## src/rtl/psram_burst_arbiter_pkg.sv

```systemverilog
// Shared types and constants for the PSRAM burst arbiter: FSM states,
// command encodings, bus widths and the two-requester pick function.
package psram_arb_pkg;

  localparam int ADDR_W = 21;
  localparam int DATA_W = 32;

  localparam logic CMD_WRITE = 1'b1;
  localparam logic CMD_READ  = 1'b0;

  typedef enum logic [2:0] {
    ST_INIT_WAIT = 3'd0,
    ST_IDLE      = 3'd1,
    ST_WR_BURST  = 3'd2,
    ST_RD_WAIT   = 3'd3,
    ST_GAP       = 3'd4
  } arb_state_e;

  // Returns {write_wins, read_wins}; a tie goes to whoever was not served last.
  function automatic logic [1:0] arb_pick(input logic wr_req, input logic rd_req,
                                          input logic last_wr);
    logic [1:0] pick;
    if (wr_req && rd_req) begin
      pick = last_wr ? 2'b01 : 2'b10;
    end else begin
      pick = {wr_req, rd_req};
    end
    return pick;
  endfunction

endpackage

```

## src/rtl/burst_spacing_counter.sv

```systemverilog
// Counts cycles since the last command strobe and flags when the controller's
// minimum command spacing has elapsed. Saturates rather than wrapping.
module burst_spacing_counter #(
  parameter int CMD_GAP = 14
) (
  input  logic i_clk,
  input  logic i_reset,
  input  logic i_load,
  output logic o_gap_ok
);

  localparam int CNT_W = $clog2(CMD_GAP + 1);
  localparam logic [CNT_W-1:0] GAP_MAX = CNT_W'(CMD_GAP);

  logic [CNT_W-1:0] r_cnt;

  // Spacing counter: one cycle has elapsed by the cycle after the strobe.
  always_ff @(posedge i_clk) begin
    if (i_reset) begin
      r_cnt <= '0;
    end else if (i_load) begin
      r_cnt <= CNT_W'(1);
    end else if (r_cnt != GAP_MAX) begin
      r_cnt <= r_cnt + CNT_W'(1);
    end else begin
      r_cnt <= r_cnt;
    end
  end

  assign o_gap_ok = (r_cnt == GAP_MAX);

endmodule

```

## src/rtl/psram_burst_arbiter.sv

```systemverilog
// Shares one PSRAM controller channel between the camera write path and the
// LCD read path: fair arbitration, beat pumping, command spacing, error flag.
module psram_burst_arbiter
  import psram_arb_pkg::*;
#(
  parameter int BURST_WORDS = 8,
  parameter int CMD_GAP     = 14,
  parameter int RD_TIMEOUT  = 64
) (
  input  logic              clk,
  input  logic              reset,
  input  logic              init_done,
  output logic              cmd,
  output logic              cmd_en,
  output logic [ADDR_W-1:0] addr,
  output logic [DATA_W-1:0] wr_data,
  output logic [3:0]        data_mask,
  input  logic [DATA_W-1:0] rd_data,
  input  logic              rd_data_valid,
  input  logic              wr_req,
  input  logic [ADDR_W-1:0] wr_addr,
  output logic              wr_grant,
  output logic              wr_pop,
  input  logic [DATA_W-1:0] wr_data_in,
  input  logic              rd_req,
  input  logic [ADDR_W-1:0] rd_addr,
  output logic              rd_grant,
  output logic [DATA_W-1:0] rd_beat,
  output logic              rd_beat_valid,
  output logic              busy,
  output logic              error
);

  localparam int BEAT_W = $clog2(BURST_WORDS + 1);
  localparam int TO_W   = $clog2(RD_TIMEOUT + 1);
  localparam logic [BEAT_W-1:0] BEAT_LAST = BEAT_W'(BURST_WORDS - 1);
  localparam logic [TO_W-1:0]   TO_LAST   = TO_W'(RD_TIMEOUT - 1);
  localparam logic [TO_W-1:0]   TO_MAX    = TO_W'(RD_TIMEOUT);

  arb_state_e r_state;
  arb_state_e w_next_state;

  logic [BEAT_W-1:0] r_beat_cnt;
  logic [TO_W-1:0]   r_to_cnt;
  logic              r_last_wr;
  logic              r_cmd;
  logic              r_cmd_en;
  logic [ADDR_W-1:0] r_addr;
  logic              r_wr_grant;
  logic              r_rd_grant;
  logic [DATA_W-1:0] r_rd_beat;
  logic              r_rd_beat_valid;
  logic              r_busy;
  logic              r_error;

  logic [1:0] w_pick;
  logic       w_wr_win;
  logic       w_rd_win;
  logic       w_rd_timeout;
  logic       w_beat_take;
  logic       w_spurious;
  logic       w_gap_ok;

  burst_spacing_counter #(
    .CMD_GAP (CMD_GAP)
  ) u_spacing (
    .i_clk    (clk),
    .i_reset  (reset),
    .i_load   (r_cmd_en),
    .o_gap_ok (w_gap_ok)
  );

  assign w_pick     = arb_pick(wr_req, rd_req, r_last_wr);
  assign w_spurious = rd_data_valid && (r_state != ST_RD_WAIT);

  // State register.
  always_ff @(posedge clk) begin
    if (reset) begin
      r_state <= ST_INIT_WAIT;
    end else begin
      r_state <= w_next_state;
    end
  end

  // Next-state logic; a beat on the final timeout cycle still completes the burst.
  always_comb begin
    w_next_state = r_state;
    w_wr_win     = 1'b0;
    w_rd_win     = 1'b0;
    w_rd_timeout = 1'b0;
    w_beat_take  = 1'b0;
    case (r_state)
      ST_INIT_WAIT: begin
        if (init_done) begin
          w_next_state = ST_IDLE;
        end else begin
          w_next_state = ST_INIT_WAIT;
        end
      end
      ST_IDLE: begin
        if (!init_done) begin
          w_next_state = ST_INIT_WAIT;
        end else if (w_pick[1]) begin
          w_wr_win     = 1'b1;
          w_next_state = ST_WR_BURST;
        end else if (w_pick[0]) begin
          w_rd_win     = 1'b1;
          w_next_state = ST_RD_WAIT;
        end else begin
          w_next_state = ST_IDLE;
        end
      end
      ST_WR_BURST: begin
        if (r_beat_cnt >= BEAT_LAST) begin
          w_next_state = ST_GAP;
        end else begin
          w_next_state = ST_WR_BURST;
        end
      end
      ST_RD_WAIT: begin
        w_beat_take = rd_data_valid;
        if (rd_data_valid && (r_beat_cnt >= BEAT_LAST)) begin
          w_next_state = ST_GAP;
        end else if (r_to_cnt >= TO_LAST) begin
          w_rd_timeout = 1'b1;
          w_next_state = ST_GAP;
        end else begin
          w_next_state = ST_RD_WAIT;
        end
      end
      ST_GAP: begin
        if (w_gap_ok) begin
          w_next_state = ST_IDLE;
        end else begin
          w_next_state = ST_GAP;
        end
      end
      default: begin
        w_next_state = ST_INIT_WAIT;
      end
    endcase
  end

  // Output decode: write beats stream straight from the FWFT source.
  always_comb begin
    if (r_state == ST_WR_BURST) begin
      wr_pop  = 1'b1;
      wr_data = wr_data_in;
    end else begin
      wr_pop  = 1'b0;
      wr_data = '0;
    end
  end

  // Beat/timeout counters and the last-served pointer.
  always_ff @(posedge clk) begin
    if (reset) begin
      r_beat_cnt <= '0;
      r_to_cnt   <= '0;
      r_last_wr  <= CMD_READ;
    end else begin
      case (r_state)
        ST_WR_BURST: r_beat_cnt <= r_beat_cnt + BEAT_W'(1);
        ST_RD_WAIT: begin
          if (w_beat_take) begin
            r_beat_cnt <= r_beat_cnt + BEAT_W'(1);
          end else begin
            r_beat_cnt <= r_beat_cnt;
          end
        end
        default: r_beat_cnt <= '0;
      endcase
      if (r_state != ST_RD_WAIT) begin
        r_to_cnt <= '0;
      end else if (r_to_cnt != TO_MAX) begin
        r_to_cnt <= r_to_cnt + TO_W'(1);
      end else begin
        r_to_cnt <= r_to_cnt;
      end
      if (w_wr_win) begin
        r_last_wr <= CMD_WRITE;
      end else if (w_rd_win) begin
        r_last_wr <= CMD_READ;
      end else begin
        r_last_wr <= r_last_wr;
      end
    end
  end

  // Registered command, grant, read-beat, busy and sticky error outputs.
  always_ff @(posedge clk) begin
    if (reset) begin
      r_cmd           <= 1'b0;
      r_cmd_en        <= 1'b0;
      r_addr          <= '0;
      r_wr_grant      <= 1'b0;
      r_rd_grant      <= 1'b0;
      r_rd_beat       <= '0;
      r_rd_beat_valid <= 1'b0;
      r_busy          <= 1'b0;
      r_error         <= 1'b0;
    end else begin
      r_cmd_en   <= w_wr_win | w_rd_win;
      r_wr_grant <= w_wr_win;
      r_rd_grant <= w_rd_win;
      if (w_wr_win) begin
        r_cmd  <= CMD_WRITE;
        r_addr <= wr_addr;
      end else if (w_rd_win) begin
        r_cmd  <= CMD_READ;
        r_addr <= rd_addr;
      end else begin
        r_cmd  <= r_cmd;
        r_addr <= r_addr;
      end
      r_rd_beat_valid <= w_beat_take;
      if (w_beat_take) begin
        r_rd_beat <= rd_data;
      end else begin
        r_rd_beat <= r_rd_beat;
      end
      r_busy <= (w_next_state != ST_IDLE);
      if (w_rd_timeout || w_spurious) begin
        r_error <= 1'b1;
      end else begin
        r_error <= r_error;
      end
    end
  end

  assign cmd           = r_cmd;
  assign cmd_en        = r_cmd_en;
  assign addr          = r_addr;
  assign data_mask     = 4'h0;
  assign wr_grant      = r_wr_grant;
  assign rd_grant      = r_rd_grant;
  assign rd_beat       = r_rd_beat;
  assign rd_beat_valid = r_rd_beat_valid;
  assign busy          = r_busy;
  assign error         = r_error;

endmodule

```

## config.mk

```make
export PLATFORM = sky130hd
export DESIGN_NAME = psram_burst_arbiter
export DESIGN_NICKNAME = d
export VERILOG_FILES = /design/src/rtl/psram_burst_arbiter_pkg.sv /design/src/rtl/burst_spacing_counter.sv /design/src/rtl/psram_burst_arbiter.sv
export SDC_FILE = /design/constraint.sdc
export NUM_CORES = 1
export LEC_CHECK = 0
export BUFFER_PORTS_ARGS = -buffer_cell sky130_fd_sc_hd__buf_2
export CAP_MARGIN = 20
export CORE_ASPECT_RATIO = 1.1
export CORE_MARGIN = 8
export CORE_UTILIZATION = 43
export DETAILED_ROUTE_END_ITERATION = 10
export PLACE_DENSITY = 0.8
export SYNTH_ARGS = -nofsm -noshare
export SYNTH_HDL_FRONTEND = slang
export SYNTH_SLANG_ARGS = --single-unit
export TNS_END_PERCENT = 5
```

## constraint.sdc

```tcl
create_clock -name clk -period 1.9 [get_ports clk]
set_input_delay 0.38 -clock clk [delete_from_list [all_inputs] [get_ports clk]]
set_output_delay 0.38 -clock clk [all_outputs]
set_load 0.05 [all_outputs]
```

==> reports/results.tsv, run 1 <==
stage	metric	value	unit
run_status	status	finished, violations left	
run_status	failing checks	setup timing	
yosys	Synth async-reset ratio	0	%
cells_and_area	final instance area	4920	um2
route	vias	3575	
power_and_ir_drop	Overall Power	3.29	mW
placement	DP Area	4530	um2
sta	RSZ-0062 raised after global routing	yes	
power_and_ir_drop	Clock Power Share	32.8	%
route	DRT Wirelength	11.4	mm
yosys	#FFs+latches synth	78	
critical_path	kind of critical path	reg -> out	
yosys	number of synthesized flops with an enable pin	0	
clock_network	Clock Root Buffer	clkbuf_8	
yosys	Cells after Synth	403	
sta	setup tns final	-679	ps
placement	dpl ws	152	ps
global_route	first-pass GRT wire length	17.2	mm
global_route	largest net degree at the start of global routing	64	
sta	Final Max Tran Viols	0	
yosys	Distinct cells, synth	48	
floorplan	Top Ports	209	
route	iteration count of the initial detailed-routing pass	4	
floorplan	Starting Density	43.4	%
power_and_ir_drop	Flop pwr share	51.3	%
critical_path	Max FO, Critical Path	33	
power_and_ir_drop	LEAKAGE	2.24	nW
cells_and_area	FILL cells	661	
placement	PortBufs	204	
clock_network	H-tree depth	3	
global_route	Overflow after GRT	0	
yosys	Top FF cell, synth	dfxtp_1	
clock_network	Longest Clk Path Bufs	2	
cells_and_area	P&R area growth vs syn	46.3	%
floorplan	Die Y	109	um
route	wire per inst	16.0	um
sta	endpoints failing hold	0	
yosys	post-synthesis sequential area ratio	46.5	%
global_route	total track usage	20.1	%
sta	Slew headroom	58.8	%
floorplan	Chip Width	100	um
global_route	grt met1 use	22.3	%
power_and_ir_drop	sw frac	29.0	%
floorplan	# rows	34	
cells_and_area	post-layout util	63.5	%
critical_path	r2r setup slk	110	ps
power_and_ir_drop	P_int	2.34	mW
cells_and_area	commonest cells after routing, fill and taps aside	buf_2, nand2_1, dfxtp_1	
min_path	type of the most critical hold path	in -> reg	
critical_path	Startpoint Class	register	
cells_and_area	fin cells	713	
yosys	Yosys top cell area share	46.5	%
route	via/cell ratio	5.01	
cells_and_area	nets@finish	718	
sta	Fin Hold WS	262	ps
global_route	M2 GR Usage	33.2	%
power_and_ir_drop	Net Sw Power	955	uW
power_and_ir_drop	Peak VDD IR	0.000582	V
global_route	antenna violations before repair	1	
clock_network	Clock Pin Slew Worst Setup and Hold Paths	80	ps
critical_path	Worst Path Required	1520	ps
clock_network	cts bufs inserted	9	
clock_network	clock sink count	78	
route	Initial DRC Count	193	
route	DRC viols	0	
placement	RePlAce Congestion	0.822	
global_route	GRT Max-Usage Layer	met2	
sta	clock skew	11.8	ps
clock_network	TritonCTS clock tree	done	
sta	Tmin final	1950	ps
cells_and_area	most common cell after layout, fill and taps aside	buf_2	
sta	Max Fclk	513	MHz
clock_network	# hold bufs at CTS	0	
floorplan	core footprint	7740	um2
flow_run	max_cap viols	0	
yosys	Synth area leaders	dfxtp_1, nand2_1, a21oi_1, and2_1, o221ai_1	
global_route	grt met3 use	8.43	%
cells_and_area	layout cell share with drive strength beyond 1	42.1	%
critical_path	crit path DAT	1570	ps
sta	final worst slack	-47.9	ps
clock_network	Clk Latency, worst-skew pair	350	ps
power_and_ir_drop	P per Cell Area	669	nW/um2
placement	Inst Count DP	698	
power_and_ir_drop	Gate power share	16.0	%
floorplan	die area	10900	um2
route	antenna-violating nets left	0	
sta	Final Cycle Share	103	%
sta	worst slew pin tran	618	ps
yosys	Yosys top cell by area	dfxtp_1	
placement	hpwl dp	8.91	mm
cells_and_area	Ant. Diodes	0	
yosys	syn_area_per_cell	8.34	um2
global_route	vias in the first global route	3444	
yosys	Syn. warnings	0	
critical_path	crit path capture type	output pin	
sta	final setup fails	31	
yosys	Post-Syn Area	3360	um2
[Yosys cell counts, types with 2 or more instances]
library cell	number
a31o_2	2
clkbuf_1	16
a2111oi_0	2
nand3_1	7
a21oi_1	60
nor2_2	3
nor3_1	3
mux2i_1	3
o21ai_0	2
o221ai_1	21
xnor2_1	5
and2_1	32
nor2_1	20
dfxtp_1	78
ha_1	5
o2111ai_1	2
buf_2	10
xor2_1	6
nand2_1	85
buf_4	4
inv_1	10
[flip-flops by register name, indices dropped and copies added, names as in the netlist, 3 cells and up]
register / cells
addr: 21
r_to_cnt: 7
u_spacing.r_cnt: 4
rd_beat: 32
r_beat_cnt: 4
r_state: 3
[kinds of logic (layout without fill, tap and decap cells)]
family,Yosys count,in the layout,share of synthesized area [%]
AO/OA/AOI/OAI,98,98,18.5
XOR/XNOR,11,11,2.87
adder cells (fa/ha/maj),5,5,1.86
buffers and inverters,42,241,5.77
flip-flops,78,78,46.5
multiplexers,3,3,0.894
other,1,4,0.112
AND/OR/NAND/NOR,165,165,23.5
[final timing paths]
check	startpoint	to	depth (start not counted)
hold reg to reg	addr[11]$_SDFFE_PP0P_	addr[11]$_SDFFE_PP0P_	2
hold / removal	rd_data[6]	rd_beat[6]$_SDFFE_PP0P_	3
setup reg to reg	r_state[0]$_SDFF_PP0_	rd_beat[31]$_SDFFE_PP0P_	3
setup / recovery	r_state[1]$_SDFF_PP0_	wr_data[1]	5
[worst max-delay path, cell delays in order, from the launching register on]
cell and delay (ps):
dfxtp_2 320, or2b_1 260, nor2_4 130, buf_12 170
and2_1 170, buf_6 170
[final cells by class]
type | count | area [um2] | area share [%]
clock buffers | 10 | 128 | 2.60
well taps | 108 | 135 | 2.75
multi-input cells | 286 | 1640 | 33.4
flip-flops and latches | 78 | 1560 | 31.8
clock inverters | 5 | 36.3 | 0.738
repair buffers | 216 | 1380 | 28.0
inverters | 10 | 37.5 | 0.764
[power groups by stage]
stage	registers (mW)	clock network (mW)	logic, mW
after floorplan	1.80	0	0.226
after global placement	1.72	0	0.487
after detailed placement	1.72	0	0.494
after CTS	1.69	1.11	0.520
after global routing	1.69	1.18	0.559
final	1.69	1.08	0.525
[routing by layer]
layer	wire, um	vias to the layer above
li1	-	1756
met1	4600	1621
met2	5360	178
met3	1260	18
met4	216	2
met5	10	-
[what timing repair did]
action	CTS	global route
pin swaps	0	1
buffers inserted	0	0
resized for setup	59	10
endpoints found under the setup margin	33	33
Power figures use the tool's default switching activity.
==> run 2, diff against run 1 <==
==> constraint.sdc (replaced) <==
create_clock -name clk -period 1.9 [get_ports clk]
set_input_delay 0.57 -clock clk [delete_from_list [all_inputs] [get_ports clk]]
set_output_delay 0.57 -clock clk [all_outputs]
set_load 0.05 [all_outputs]
==> reports/results.tsv, run 2 (synthesis gave the netlist of run 1 again) <==
stage	metric	value	unit	change
run_status	status	finished, violations left		
power_and_ir_drop	P per Cell Area	664	nW/um2	-0.77%
cells_and_area	Ant. Diodes	0		unchanged
power_and_ir_drop	Peak VDD IR	0.000506	V	-13%
critical_path	Max FO, Critical Path	33		unchanged
min_path	type of the most critical hold path	reg -> reg		
global_route	antenna violations before repair	0		-1
clock_network	TritonCTS clock tree	done		
clock_network	Clk Latency, worst-skew pair	340	ps	about the same
clock_network	Clock Pin Slew Worst Setup and Hold Paths	80	ps	about the same
sta	Slew headroom	57.4	%	-1.4 points
sta	RSZ-0062 raised after global routing	yes		
sta	Max Fclk	464	MHz	-9.6%
clock_network	Longest Clk Path Bufs	2		unchanged
clock_network	Clock Root Buffer	clkbuf_8		
route	vias	3568		-0.20%
min_path	hold path start	addr[20]$_SDFFE_PP0P_		
floorplan	Top Ports	209		unchanged
critical_path	kind of critical path	reg -> out		
flow_run	max_cap viols	0		unchanged
run_status	failing checks	setup timing		
route	via/cell ratio	5.00		-0.34%
route	antenna-violating nets left	0		unchanged
global_route	total track usage	19.3	%	-0.75 points
sta	clock skew	5.19	ps	-6.57 ps
critical_path	r2r setup slk	120	ps	about the same
placement	Inst Count DP	698		unchanged
cells_and_area	max FFs per register	32		unchanged
cells_and_area	nets@finish	718		unchanged
cells_and_area	FILL cells	669		+1.2%
power_and_ir_drop	LEAKAGE	2.29	nW	+2.6%
sta	Tmin final	2160	ps	+207 ps
global_route	vias in the first global route	3682		+6.9%
power_and_ir_drop	Overall Power	3.37	mW	+2.4%
route	iteration count of the initial detailed-routing pass	4		unchanged
cells_and_area	fin cells	714		+0.14%
critical_path	crit path capture type	output pin		
critical_path	crit path DAT	1590	ps	+20 ps
sta	final worst slack	-255	ps	-207 ps
placement	hpwl dp	8.30	mm	-6.8%
cells_and_area	P&R area growth vs syn	51.0	%	
critical_path	Startpoint Class	register		
floorplan	core footprint	7740	um2	unchanged
critical_path	reg-to-reg startpoint	r_to_cnt[1]$_SDFFE_PP0P_		
floorplan	die area	10900	um2	unchanged
sta	final setup fails	33		+6.5%
sta	worst slew pin tran	639	ps	+21.0 ps
global_route	first-pass GRT wire length	17.1	mm	-0.52%
clock_network	cts bufs inserted	9		unchanged
clock_network	clock sink count	78		unchanged
cells_and_area	layout cell share with drive strength beyond 1	45.4	%	+3.2 points
cells_and_area	most common cell after layout, fill and taps aside	buf_2		
floorplan	Die Y	109	um	unchanged
floorplan	Starting Density	43.4	%	unchanged
critical_path	Worst R2R Path Depth	5		+2
global_route	Overflow after GRT	0		unchanged
cells_and_area	final instance area	5070	um2	+3.2%
route	Initial DRC Count	144		-25%
route	DRT Wirelength	11.0	mm	-4.1%
floorplan	Chip Width	100	um	unchanged
floorplan	# rows	34		unchanged
min_path	Hold Path Sink	addr[20]$_SDFFE_PP0P_		
critical_path	Worst Path Required	1330	ps	-190 ps
min_path	Hold Path Depth	2		-1
placement	DP Area	4600	um2	+1.4%
clock_network	H-tree depth	3		unchanged
global_route	largest net degree at the start of global routing	64		unchanged
sta	Final Max Tran Viols	0		unchanged
cells_and_area	commonest cells after routing, fill and taps aside	buf_2, nand2_1, dfxtp_1		
placement	PortBufs	204		unchanged
cells_and_area	post-layout util	65.5	%	+2.0 points
sta	endpoints failing hold	0		unchanged
sta	Fin Hold WS	452	ps	+190 ps
placement	RePlAce Congestion	0.866		+5.4%
clock_network	# hold bufs at CTS	0		unchanged
route	wire per inst	15.4	um	-4.3%
route	DRC viols	0		unchanged
critical_path	FF-to-FF End	busy$_SDFF_PP0_		
sta	Final Cycle Share	113	%	+11 points
[run 2: final cells by class]
cell class	count	area (um2)	area share [%]
Multi-Input combinational cell	286	1700	33.5
Clock buffer	11	151	2.98
Tap cell	108	135	2.66
Inverter	10	37.5	0.740
Sequential cell	78	1560	30.8
Clock inverter	5	33.8	0.666
Timing Repair Buffer	216	1460	28.7
[run 2: power by group]
part | internal (mW) | switching (mW)
Clock | 0.543 | 0.589
Combinational | 0.220 | 0.335
Sequential | 1.66 | 0.0191
Total | 2.43 | 0.943
[run 2: critical path, cell delays in order (launching register included)]
cell     delay (ps)
dfxtp_2         330
or2b_1          270
nor2_4          130
buf_12          190
and2_1          170
buf_6           170
[run 2: per-layer routing]
metal | vias to the layer above | global-route usage (%) | wire length (um)
met5 | - | 0 | 0
met4 | 0 | 7.03 | 238
met3 | 19 | 7.54 | 1080
met2 | 162 | 34.0 | 5310
met1 | 1631 | 20.5 | 4340
li1 | 1756 | - | -
[run 2: worst max-delay path by stage]
stage	from	end	slack, ps	cells after the start
final	r_state[1]$_SDFF_PP0_	wr_data[0]	-260	5
after global routing	r_state[1]$_SDFF_PP0_	wr_data[0]	-330	5
after floorplan	r_state[2]$_SDFF_PP0_	wr_data[22]	40	5
after CTS	r_state[1]$_SDFF_PP0_	wr_data[1]	-270	5
after detailed placement	reset	busy$_SDFF_PP0_	20	6
after global placement	r_state[1]$_SDFF_PP0_	wr_data[13]	70	5
[run 2: what timing repair did]
action | 4_1_cts | 5_1_grt
gates cloned | 0 | 0
buffers inserted | 0 | 0
pin swaps | 26 | 2
gates resized for setup | 87 | 1
endpoints found under the setup margin | 33 | 33
[run 2: stage by stage]
step	setup WS, ps	TNS, ps
after floorplan	39.8	0
after global placement	68.2	0
after detailed placement	18.3	0
after CTS	-271	-8060
after global routing	-328	-9540
final	-255	-7430
==> run 3, diff against run 2 <==
BUFFER_PORTS_ARGS = not set   (was -buffer_cell sky130_fd_sc_hd__buf_2)
CORE_UTILIZATION = 55   (was 43)
DONT_BUFFER_PORTS = 1   (was not set)
PLACE_DENSITY = 0.7   (was 0.8)
==> reports/results.tsv, run 3 (synthesis gave the netlist of run 1 again) <==
stage	metric	value	unit	change
run_status	status	finished, violations left		
run_status	failing checks	setup timing		
route	DRC viols	0		unchanged
critical_path	crit path capture type	output pin		
critical_path	r2r setup slk	140	ps	+20 ps
global_route	Overflow after GRT	0		unchanged
clock_network	H-tree depth	3		unchanged
critical_path	reg-to-reg startpoint	r_to_cnt[0]$_SDFFE_PP0P_		
floorplan	Top Ports	209		unchanged
sta	Final Max Tran Viols	0		unchanged
cells_and_area	FILL cells	522		-22%
route	DRT Wirelength	9.01	mm	-18%
route	via/cell ratio	5.60		+12%
route	Initial DRC Count	114		-21%
sta	Slew headroom	57.4	%	about the same
global_route	antenna violations before repair	0		unchanged
floorplan	core footprint	6040	um2	-22%
cells_and_area	Ant. Diodes	0		unchanged
critical_path	Worst Path Required	1330	ps	about the same
sta	worst slew pin tran	639	ps	-0.608 ps
critical_path	number of buffers and inverters on the critical path	2		unchanged
global_route	vias in the first global route	2790		-24%
clock_network	# hold bufs at CTS	0		unchanged
cells_and_area	Sequential Area	1560	um2	unchanged
cells_and_area	max FFs per register	32		unchanged
placement	RePlAce Congestion	0.803		-7.3%
route	vias	2728		-24%
clock_network	cts bufs inserted	9		unchanged
placement	PortBufs	0		-100%
floorplan	Chip Width	90.5	um	-9.7%
placement	Inst Count DP	470		-33%
critical_path	Worst R2R Path Depth	5		unchanged
power_and_ir_drop	Peak VDD IR	0.000496	V	-2.0%
clock_network	Longest Clk Path Bufs	2		unchanged
floorplan	# rows	30		-12%
critical_path	Max stage delay cell, worst path	dfxtp_2		
cells_and_area	layout cell share with drive strength beyond 1	18.9	%	-26 points
critical_path	FF-to-FF End	busy$_SDFF_PP0_		
critical_path	Startpoint Class	register		
cells_and_area	nets@finish	519		-28%
route	iteration count of the initial detailed-routing pass	4		unchanged
global_route	first-pass GRT wire length	14.3	mm	-17%
placement	hpwl dp	7.04	mm	-15%
sta	final setup fails	33		unchanged
global_route	largest net degree at the start of global routing	65		+1.6%
route	wire per inst	18.5	um	+20%
clock_network	Clock Pin Slew Worst Setup and Hold Paths	80	ps	about the same
clock_network	TritonCTS clock tree	done		
power_and_ir_drop	LEAKAGE	1.35	nW	-41%
sta	clock skew	9.84	ps	+4.64 ps
clock_network	clock sink count	78		unchanged
critical_path	kind of critical path	reg -> out		
sta	RSZ-0062 raised after global routing	yes		
critical_path	Max stage delay on crit path	330	ps	about the same
cells_and_area	P&R area growth vs syn	13.5	%	
placement	dpl ws	135	ps	+117 ps
sta	Final Cycle Share	110	%	-3.9 points
route	antenna-violating nets left	0		unchanged
critical_path	Max FO, Critical Path	18		-45%
cells_and_area	commonest cells after routing, fill and taps aside	nand2_1, dfxtp_1, a21oi_1		
sta	Max Fclk	481	MHz	+3.6%
flow_run	max_cap viols	0		unchanged
min_path	hold path start	reset		
global_route	total track usage	19.4	%	+0.13 points
sta	endpoints failing hold	0		unchanged
floorplan	Starting Density	55.6	%	+12 points
critical_path	CP Cell Sequence	or2b_1, nor2_4, buf_12, and2_4, buf_12		
sta	Tmin final	2080	ps	-74.3 ps
min_path	Hold Path Depth	1		-1
floorplan	Die Y	98.0	um	-9.9%
power_and_ir_drop	P per Cell Area	861	nW/um2	+30%
sta	final worst slack	-181	ps	+74.3 ps
clock_network	Clk Latency, worst-skew pair	340	ps	about the same
clock_network	Clock Root Buffer	clkbuf_8		
min_path	Hold Path Sink	rd_beat[11]$_SDFFE_PP0P_		
cells_and_area	most common cell after layout, fill and taps aside	nand2_1		
cells_and_area	Multi-input gate area	1710	um2	+0.44%
critical_path	CP most frequent cell	buf_12		
min_path	type of the most critical hold path	in -> reg		
critical_path	crit path DAT	1510	ps	-80 ps
cells_and_area	fin cells	487		-32%
critical_path	delay-heaviest family, CP	simple AND/OR/NAND/NOR gates		
floorplan	die area	8870	um2	-19%
## run 3: changes by cell type in the layout (fill, tap and decap cells not counted), moves of 2 or more
cell | before | now
buf_6 | 3 | 1
and2_4 | 29 | 32
buf_2 | 172 | 0
buf_12 | 4 | 6
clkbuf_1 | 0 | 2
buf_8 | 27 | 0
and2_1 | 3 | 0
## run 3: timing repair
item                       in CTS  in global routing
cloned                          0                  0
gates resized for setup         5                  0
setup buffers                   0                  1
setup endpoints to repair      33                 33
pin swaps                      12                  9
## run 3: layer usage
layer / global-route usage [%] / share of wire (%) / wire length (um)
met4: 8.59 / 1.3 / 116
met2: 32.9 / 49 / 4450
met5: 0 / 0 / 0
met3: 9.29 / 12 / 1120
met1: 19.9 / 37 / 3320
## run 3: area by class of cell
class,instances,area share (%)
clock inverters,3,1.12
flip-flops and latches,78,41.0
inverters,10,0.984
repair buffers,17,5.41
clock buffers,13,4.17
well taps,80,2.62
multi-input cells,286,44.7
## run 3: power by group
group | switching, mW | leakage [nW] | internal (mW)
sequential | 0.101 | 0.631 | 1.67
combinational | 0.176 | 0.618 | 0.0917
clock | 0.571 | 0.0996 | 0.678
total | 0.848 | 1.35 | 2.44
## run 3: worst max path at each step
stage                                      from          end  slack, ps  cells after the start
after floorplan           r_state[2]$_SDFF_PP0_  wr_data[22]         40                      5
after global placement    r_state[1]$_SDFF_PP0_  wr_data[21]        180                      4
after detailed placement  r_state[1]$_SDFF_PP0_  wr_data[21]        130                      4
after CTS                 r_state[1]$_SDFF_PP0_   wr_data[1]       -230                      5
after global routing      r_state[1]$_SDFF_PP0_   wr_data[1]       -240                      5
final                     r_state[1]$_SDFF_PP0_   wr_data[1]       -180                      5
## run 3: through the flow
step | power [mW] | hold slack [ps] | cell area (um2) | TNS, ps | util, %
finish | 3.28 | 292 | 3810 | -5020 | 63.1
global route | 3.41 | 269 | 3810 | -6890 | 63.1
detailed placement | 2.07 | 483 | 3590 | 0 | 59.4
floorplan | 2.04 | 471 | 3460 | 0 | -
CTS | 3.32 | 269 | 3810 | -6550 | 63.0
global placement | 2.06 | 474 | 3590 | 0 | 59.4
